**src/rtl/matmul_scheduler_if.sv**
```systemverilog
// matmul_scheduler_if
//   Bundles the control handshake and operand/result memory ports of the
//   matrix-multiply scheduler.
//   slave  : the scheduler side (drives status, read strobe/addresses, writes)
//   master : the control/memory side (drives start, size, operand data)
//   Signals: start, matrix_size, busy, done, err, rd_en, addr_a, addr_b,
//            a_data, b_data, res_we, res_addr, res_data.
interface matmul_scheduler_if #(
    parameter int ADDR_W = 6
);
    logic              start;
    logic [3:0]        matrix_size;
    logic              busy;
    logic              done;
    logic              err;
    logic              rd_en;
    logic [ADDR_W-1:0] addr_a;
    logic [ADDR_W-1:0] addr_b;
    logic [7:0]        a_data;
    logic [7:0]        b_data;
    logic              res_we;
    logic [ADDR_W-1:0] res_addr;
    logic [15:0]       res_data;

    modport slave (
        input  start, matrix_size, a_data, b_data,
        output busy, done, err, rd_en, addr_a, addr_b, res_we, res_addr, res_data
    );

    modport master (
        output start, matrix_size, a_data, b_data,
        input  busy, done, err, rd_en, addr_a, addr_b, res_we, res_addr, res_data
    );
endinterface

```
**src/rtl/matmul_scheduler.sv**
```systemverilog
// matmul_scheduler
//   Walks the (i, j, k) loop nest of one NxN unsigned 8-bit matrix multiply,
//   issuing row-major reads to the A/B buffers (1-cycle synchronous RAM),
//   accumulating products into 16-bit sums and writing each result element.
//   Ports:
//     clk  - system clock, rising edge
//     rst  - asynchronous active-low reset
//     bus  - matmul_scheduler_if.slave (handshake + memory ports)
module matmul_scheduler #(
    parameter int MAX_N  = 8,
    parameter int ADDR_W = 6
) (
    input  logic                 clk,
    input  logic                 rst,
    matmul_scheduler_if.slave    bus
);
    typedef enum logic [1:0] {S_IDLE, S_RUN, S_DRAIN} state_t;

    state_t      r_state, w_next;
    logic [3:0]  r_n, r_i, r_j, r_k;
    logic        w_k_last, w_j_last, w_i_last;
    logic        w_size_ok, w_accept;
    logic [7:0]  w_i_base, w_k_base;

    // one-stage pipeline matching the RAM read latency
    logic        r_p_vld, r_p_first, r_p_last;
    logic [ADDR_W-1:0] r_p_addr;

    logic [15:0] r_acc, w_prod, w_sum;
    logic        r_res_we, r_done, r_err;
    logic [ADDR_W-1:0] r_res_addr;
    logic [15:0] r_res_data;

    assign w_k_last  = (r_k == r_n - 4'd1);
    assign w_j_last  = (r_j == r_n - 4'd1);
    assign w_i_last  = (r_i == r_n - 4'd1);
    assign w_size_ok = (bus.matrix_size != 4'd0) && (bus.matrix_size <= 4'(MAX_N));
    assign w_accept  = (r_state == S_IDLE) && bus.start && w_size_ok;

    assign w_i_base = {4'b0, r_i} * {4'b0, r_n};
    assign w_k_base = {4'b0, r_k} * {4'b0, r_n};

    assign w_prod = {8'b0, bus.a_data} * {8'b0, bus.b_data};
    assign w_sum  = (r_p_first ? 16'd0 : r_acc) + w_prod;

    always_comb begin
        w_next = r_state;
        case (r_state)
            S_IDLE:  if (w_accept) w_next = S_RUN;
            S_RUN:   if (w_k_last && w_j_last && w_i_last) w_next = S_DRAIN;
            // hold through the done cycle so busy drops only after done
            S_DRAIN: if (r_done) w_next = S_IDLE;
            default: w_next = S_IDLE;
        endcase
    end

    always_ff @(posedge clk or negedge rst) begin
        if (!rst) r_state <= S_IDLE;
        else      r_state <= w_next;
    end

    always_ff @(posedge clk or negedge rst) begin
        if (!rst) begin
            r_n <= '0;
            r_i <= '0;
            r_j <= '0;
            r_k <= '0;
        end else if (w_accept) begin
            r_n <= bus.matrix_size;
            r_i <= '0;
            r_j <= '0;
            r_k <= '0;
        end else if (r_state == S_RUN) begin
            if (w_k_last) begin
                r_k <= '0;
                if (w_j_last) begin
                    r_j <= '0;
                    r_i <= w_i_last ? 4'd0 : r_i + 4'd1;
                end else begin
                    r_j <= r_j + 4'd1;
                end
            end else begin
                r_k <= r_k + 4'd1;
            end
        end
    end

    always_ff @(posedge clk or negedge rst) begin
        if (!rst) begin
            r_p_vld    <= 1'b0;
            r_p_first  <= 1'b0;
            r_p_last   <= 1'b0;
            r_p_addr   <= '0;
            r_acc      <= '0;
            r_res_we   <= 1'b0;
            r_res_addr <= '0;
            r_res_data <= '0;
            r_done     <= 1'b0;
            r_err      <= 1'b0;
        end else begin
            r_p_vld   <= (r_state == S_RUN);
            r_p_first <= (r_k == 4'd0);
            r_p_last  <= w_k_last;
            r_p_addr  <= ADDR_W'(w_i_base + {4'b0, r_j});
            if (r_p_vld) r_acc <= w_sum;
            r_res_we <= r_p_vld && r_p_last;
            if (r_p_vld && r_p_last) begin
                r_res_data <= w_sum;
                r_res_addr <= r_p_addr;
            end
            // the only write seen in DRAIN is the final one
            r_done <= (r_state == S_DRAIN) && r_res_we && !r_done;
            r_err  <= (r_state == S_IDLE) && bus.start && !w_size_ok;
        end
    end

    assign bus.busy     = (r_state != S_IDLE);
    assign bus.done     = r_done;
    assign bus.err      = r_err;
    assign bus.rd_en    = (r_state == S_RUN);
    assign bus.addr_a   = ADDR_W'(w_i_base + {4'b0, r_k});
    assign bus.addr_b   = ADDR_W'(w_k_base + {4'b0, r_j});
    assign bus.res_we   = r_res_we;
    assign bus.res_addr = r_res_addr;
    assign bus.res_data = r_res_data;
endmodule

```
**src/flat_wrapper.sv**
```systemverilog
// flat-port wrapper written by rule: the top's interface ports become plain ports
module matmul_scheduler_flat 
#(
    parameter int MAX_N  = 8,
    parameter int ADDR_W = 6
)
  (clk, rst, bus_start, bus_matrix_size, bus_a_data, bus_b_data, bus_busy, bus_done, bus_err, bus_rd_en, bus_addr_a, bus_addr_b, bus_res_we, bus_res_addr, bus_res_data);
  matmul_scheduler_if #(.ADDR_W(ADDR_W)) bus_i ();
  input  logic clk;
  input  logic rst;
  input wire logic [$bits(bus_i.start)-1:0] bus_start;
  input wire logic [$bits(bus_i.matrix_size)-1:0] bus_matrix_size;
  input wire logic [$bits(bus_i.a_data)-1:0] bus_a_data;
  input wire logic [$bits(bus_i.b_data)-1:0] bus_b_data;
  output wire logic [$bits(bus_i.busy)-1:0] bus_busy;
  output wire logic [$bits(bus_i.done)-1:0] bus_done;
  output wire logic [$bits(bus_i.err)-1:0] bus_err;
  output wire logic [$bits(bus_i.rd_en)-1:0] bus_rd_en;
  output wire logic [$bits(bus_i.addr_a)-1:0] bus_addr_a;
  output wire logic [$bits(bus_i.addr_b)-1:0] bus_addr_b;
  output wire logic [$bits(bus_i.res_we)-1:0] bus_res_we;
  output wire logic [$bits(bus_i.res_addr)-1:0] bus_res_addr;
  output wire logic [$bits(bus_i.res_data)-1:0] bus_res_data;
  assign bus_i.start = bus_start;
  assign bus_i.matrix_size = bus_matrix_size;
  assign bus_i.a_data = bus_a_data;
  assign bus_i.b_data = bus_b_data;
  assign bus_busy = bus_i.busy;
  assign bus_done = bus_i.done;
  assign bus_err = bus_i.err;
  assign bus_rd_en = bus_i.rd_en;
  assign bus_addr_a = bus_i.addr_a;
  assign bus_addr_b = bus_i.addr_b;
  assign bus_res_we = bus_i.res_we;
  assign bus_res_addr = bus_i.res_addr;
  assign bus_res_data = bus_i.res_data;
  matmul_scheduler #(.MAX_N(MAX_N), .ADDR_W(ADDR_W)) u_core (.clk(clk), .rst(rst), .bus(bus_i));
endmodule
```
**config.mk**
```make
export PLATFORM = sky130hd
export DESIGN_NAME = matmul_scheduler_flat
export DESIGN_NICKNAME = d
export VERILOG_FILES = /design/src/rtl/matmul_scheduler_if.sv /design/src/rtl/matmul_scheduler.sv /design/src/flat_wrapper.sv
export SDC_FILE = /design/constraint.sdc
export NUM_CORES = 1
export LEC_CHECK = 0
export BUFFER_PORTS_ARGS = -buffer_cell sky130_fd_sc_hd__buf_2
export CORE_MARGIN = 5
export CORE_UTILIZATION = 40
export DETAILED_ROUTE_END_ITERATION = 16
export SYNTH_ARGS = -nofsm -noshare
export SYNTH_HDL_FRONTEND = slang
export SYNTH_SLANG_ARGS = --single-unit
export TNS_END_PERCENT = 1
```
**constraint.sdc**
```tcl
create_clock -name clk -period 9.05 [get_ports clk]
set_clock_uncertainty 0.2 [all_clocks]
set_input_delay 1.81 -clock clk [delete_from_list [all_inputs] [get_ports clk]]
set_output_delay 1.81 -clock clk [all_outputs]
set_load 0.02 [all_outputs]
```
==> out/results.txt <==
crit start category: input port
outcome: completed
sequential area share after synthesis: 25.1%
net count after synthesis: 861
CP cell instances: buf_2, nand2_1, fa_1, fa_1, inv_1, fa_1, inv_1, fa_1, inv_1, ha_1, a21oi_1, nand2_1, or2_2, a2111oi_0, o31ai_1
Routed WL per cell: 14.8 um
vias in the first global route: 5172
first-pass GRT wire length: 26100 um
I/O pin count: 62
DRC: 0
Crit path arrival time: 6230 ps
count of cell types in the netlist: 65
Via Count: 4966
WHS Path Cells: 1
RePlAce Congestion: 0.822
ys flop type: dfrtp_1
commonest non-fill, non-tap cell in the layout: inv_1
required time worst endpoint: 9040 ps
first-pass detailed-route iteration total: 4
Avg Cell Area, Syn: 9.59 sq um
largest family of logic cells by synthesized area: adder cells
crit path max fanout: 8
PortBufs: 61
maxcap violations: 0
fin crit period: 6240 ps
cts bufs inserted: 9
Total GRT Usage: 16.0%
largest cells by area after synthesis: dfrtp_1 25%, fa_1 18%, ha_1 13%
peak per-stage delay on the critical path: 640 ps
proportion of layout cells with a drive suffix above 1: 14.2%
Final Hold Violating Endpoints: 0
Synth warnings: 0
count of final setup violators: 0
Post-Syn Area: 6790 sq um
die area: 19700 sq um
FF+latch count, synth: 68
post-synthesis mux area share: 3.15%
CTS tree: yes
final worst path period share: 68.9%
Die H: 140 um
Root Driver: clkbuf_16
# rows: 47
Slew Limit Fails: 0
core region area: 16600 sq um
die span in x: 140 um
share of the synthesized area in the top cell type: 25.1%
Clock Latency Late Sink: 340 ps
DR iter-0 viols: 211
clk buf depth: 2
fin nets: 916
initial core utilization: 40.8%
Synth Area in XOR/XNOR: 6.52%
Worst R2R Path Depth: 14
Crit Path Class: input port to flop
Min-Delay Path Class: flop to flop
async set or reset register ratio after synthesis: 100%
Final ANT Viol Nets: 0
Relative slew margins: 39.6%
CTS Hold Bufs: 0
commonest non-fill, non-tap cells in the layout: 109 x inv_1, 72 x nand2_1, 68 x ha_1, 68 x dfrtp_1, 62 x fa_1
Via density: 5.03
Post-synth EDFFs: 0
Area Overhead vs Synth: 12.1%
Post-Synth Adder-Cell Area: 30.8%
crit path capture type: flop
Setup Fix Bufs, Post-CTS: 0
Worst-path clk slew: 60 ps
CTS H-tree lvls: 3
setup TNS: 0 ps
GRT Residual Overflow: 0
drt total wl: 14600 um
maximum clock frequency: 160 MHz
initial antenna violation count: 0
Syn Inst Count: 708
slowest CP cell: a2111oi_0
clock sink count: 68
DP Wirelength: 11600 um
cell taking the most area after synthesis: dfrtp_1
Synth Area in Simple Gates: 17.8%
largest net degree at the start of global routing: 69
RSZ-0062 raised after global routing: false
Antenna diodes: 0
measured slew at the worst slew-check pin: 905 ps
compound-cell area share of the yosys netlist: 9.36%
crit-path most repeated cell: fa_1
post_cts resized: 0
==> cell usage after synthesis (7+ instances only) <==
library cell  instances
nor3_1                8
o31ai_1               7
a21o_1               12
nand3_1              16
ha_1                 68
xnor2_1              25
nand2_1              72
a21oi_1              16
nand2b_1             13
nor2_1               18
xor2_1               10
and3_1                7
nor2b_1              14
inv_1               109
fa_1                 62
clkbuf_1             12
mux2_2               19
o21ai_0              21
and2_1               52
dfrtp_1              68
==> routing by layer <==
layer | part of all wire, % | vias up | track usage [%]
met5 | 0 | - | 0
met4 | 2.1 | 0 | 4.90
met3 | 3.5 | 22 | 2.69
met2 | 47 | 83 | 26.1
met1 | 47 | 2417 | 21.9
li1 | - | 2444 | -
==> critical path: cells and delay by family <==
| family | cells | cell delay [ps] |
|---|---|---|
| adders and majority gates | 5 | 2490 |
| buffers and inverters | 4 | 320 |
| AOI/OAI and AO/OA | 3 | 1030 |
| and+or+nand+nor | 3 | 580 |
==> final cells by class <==
| type | count | area [sq um] |
|---|---|---|
| clock inverters | 6 | 70.1 |
| inverters | 113 | 424 |
| fillers | 1614 | 9030 |
| repair buffers | 62 | 313 |
| clock buffers | 10 | 239 |
| multi-input cells | 509 | 4590 |
| flip-flops and latches | 68 | 1700 |
| well taps | 220 | 275 |
==> flip-flops by register name, summed over array words and instances, names as in the netlist <==
signal and flops:
u_core.bus.res_data 16, u_core.r_acc 16, u_core.bus.res_addr 6, u_core.r_p_addr 6
u_core.r_i 4, u_core.r_j 4, u_core.r_k 4, u_core.r_n 4
u_core.r_state 2, u_core.bus.done 1, u_core.bus.err 1, u_core.bus.res_we 1
u_core.r_p_first 1, u_core.r_p_last 1, u_core.r_p_vld 1
==> cell families after synthesis <==
logic type | Yosys count
compound gates | 92
xor+xnor | 41
fa+ha+maj | 130
buf+inv | 131
flops | 68
mux | 19
simple gates | 227
==> stage by stage <==
step / instance area [sq um] / utilization (%) / cells / hold slack, ps / setup WS, ps
after floorplan: 6790 / - / 708 / 241 / 3000
after global placement: 7310 / 43.9 / 972 / 256 / 2480
after detailed placement: 7310 / 43.9 / 972 / 265 / 2500
after CTS: 7620 / 45.8 / 988 / 279 / 2860
after global routing: 7620 / 45.8 / 988 / 298 / 2540
final: 7620 / 45.8 / 988 / 274 / 2810
==> worst paths after layout <==
path                                                end               start  slack, ps
worst max-delay path            u_core.bus.res_data[12]       bus_a_data[0]       2810
worst min-delay path             u_core.bus.res_addr[1]  u_core.r_p_addr[1]        270
worst max register to register  u_core.bus.res_data[12]    u_core.r_p_first       3840
min in group asynchronous            u_core.r_p_addr[2]                 rst       1470
worst min register to register   u_core.bus.res_addr[1]  u_core.r_p_addr[1]        270
max in group asynchronous             u_core.bus.res_we                 rst       6580
Power is left out: the tool's default activity adds up to more than one toggle a clock period on the data nets, which glitch-free logic cannot reach.
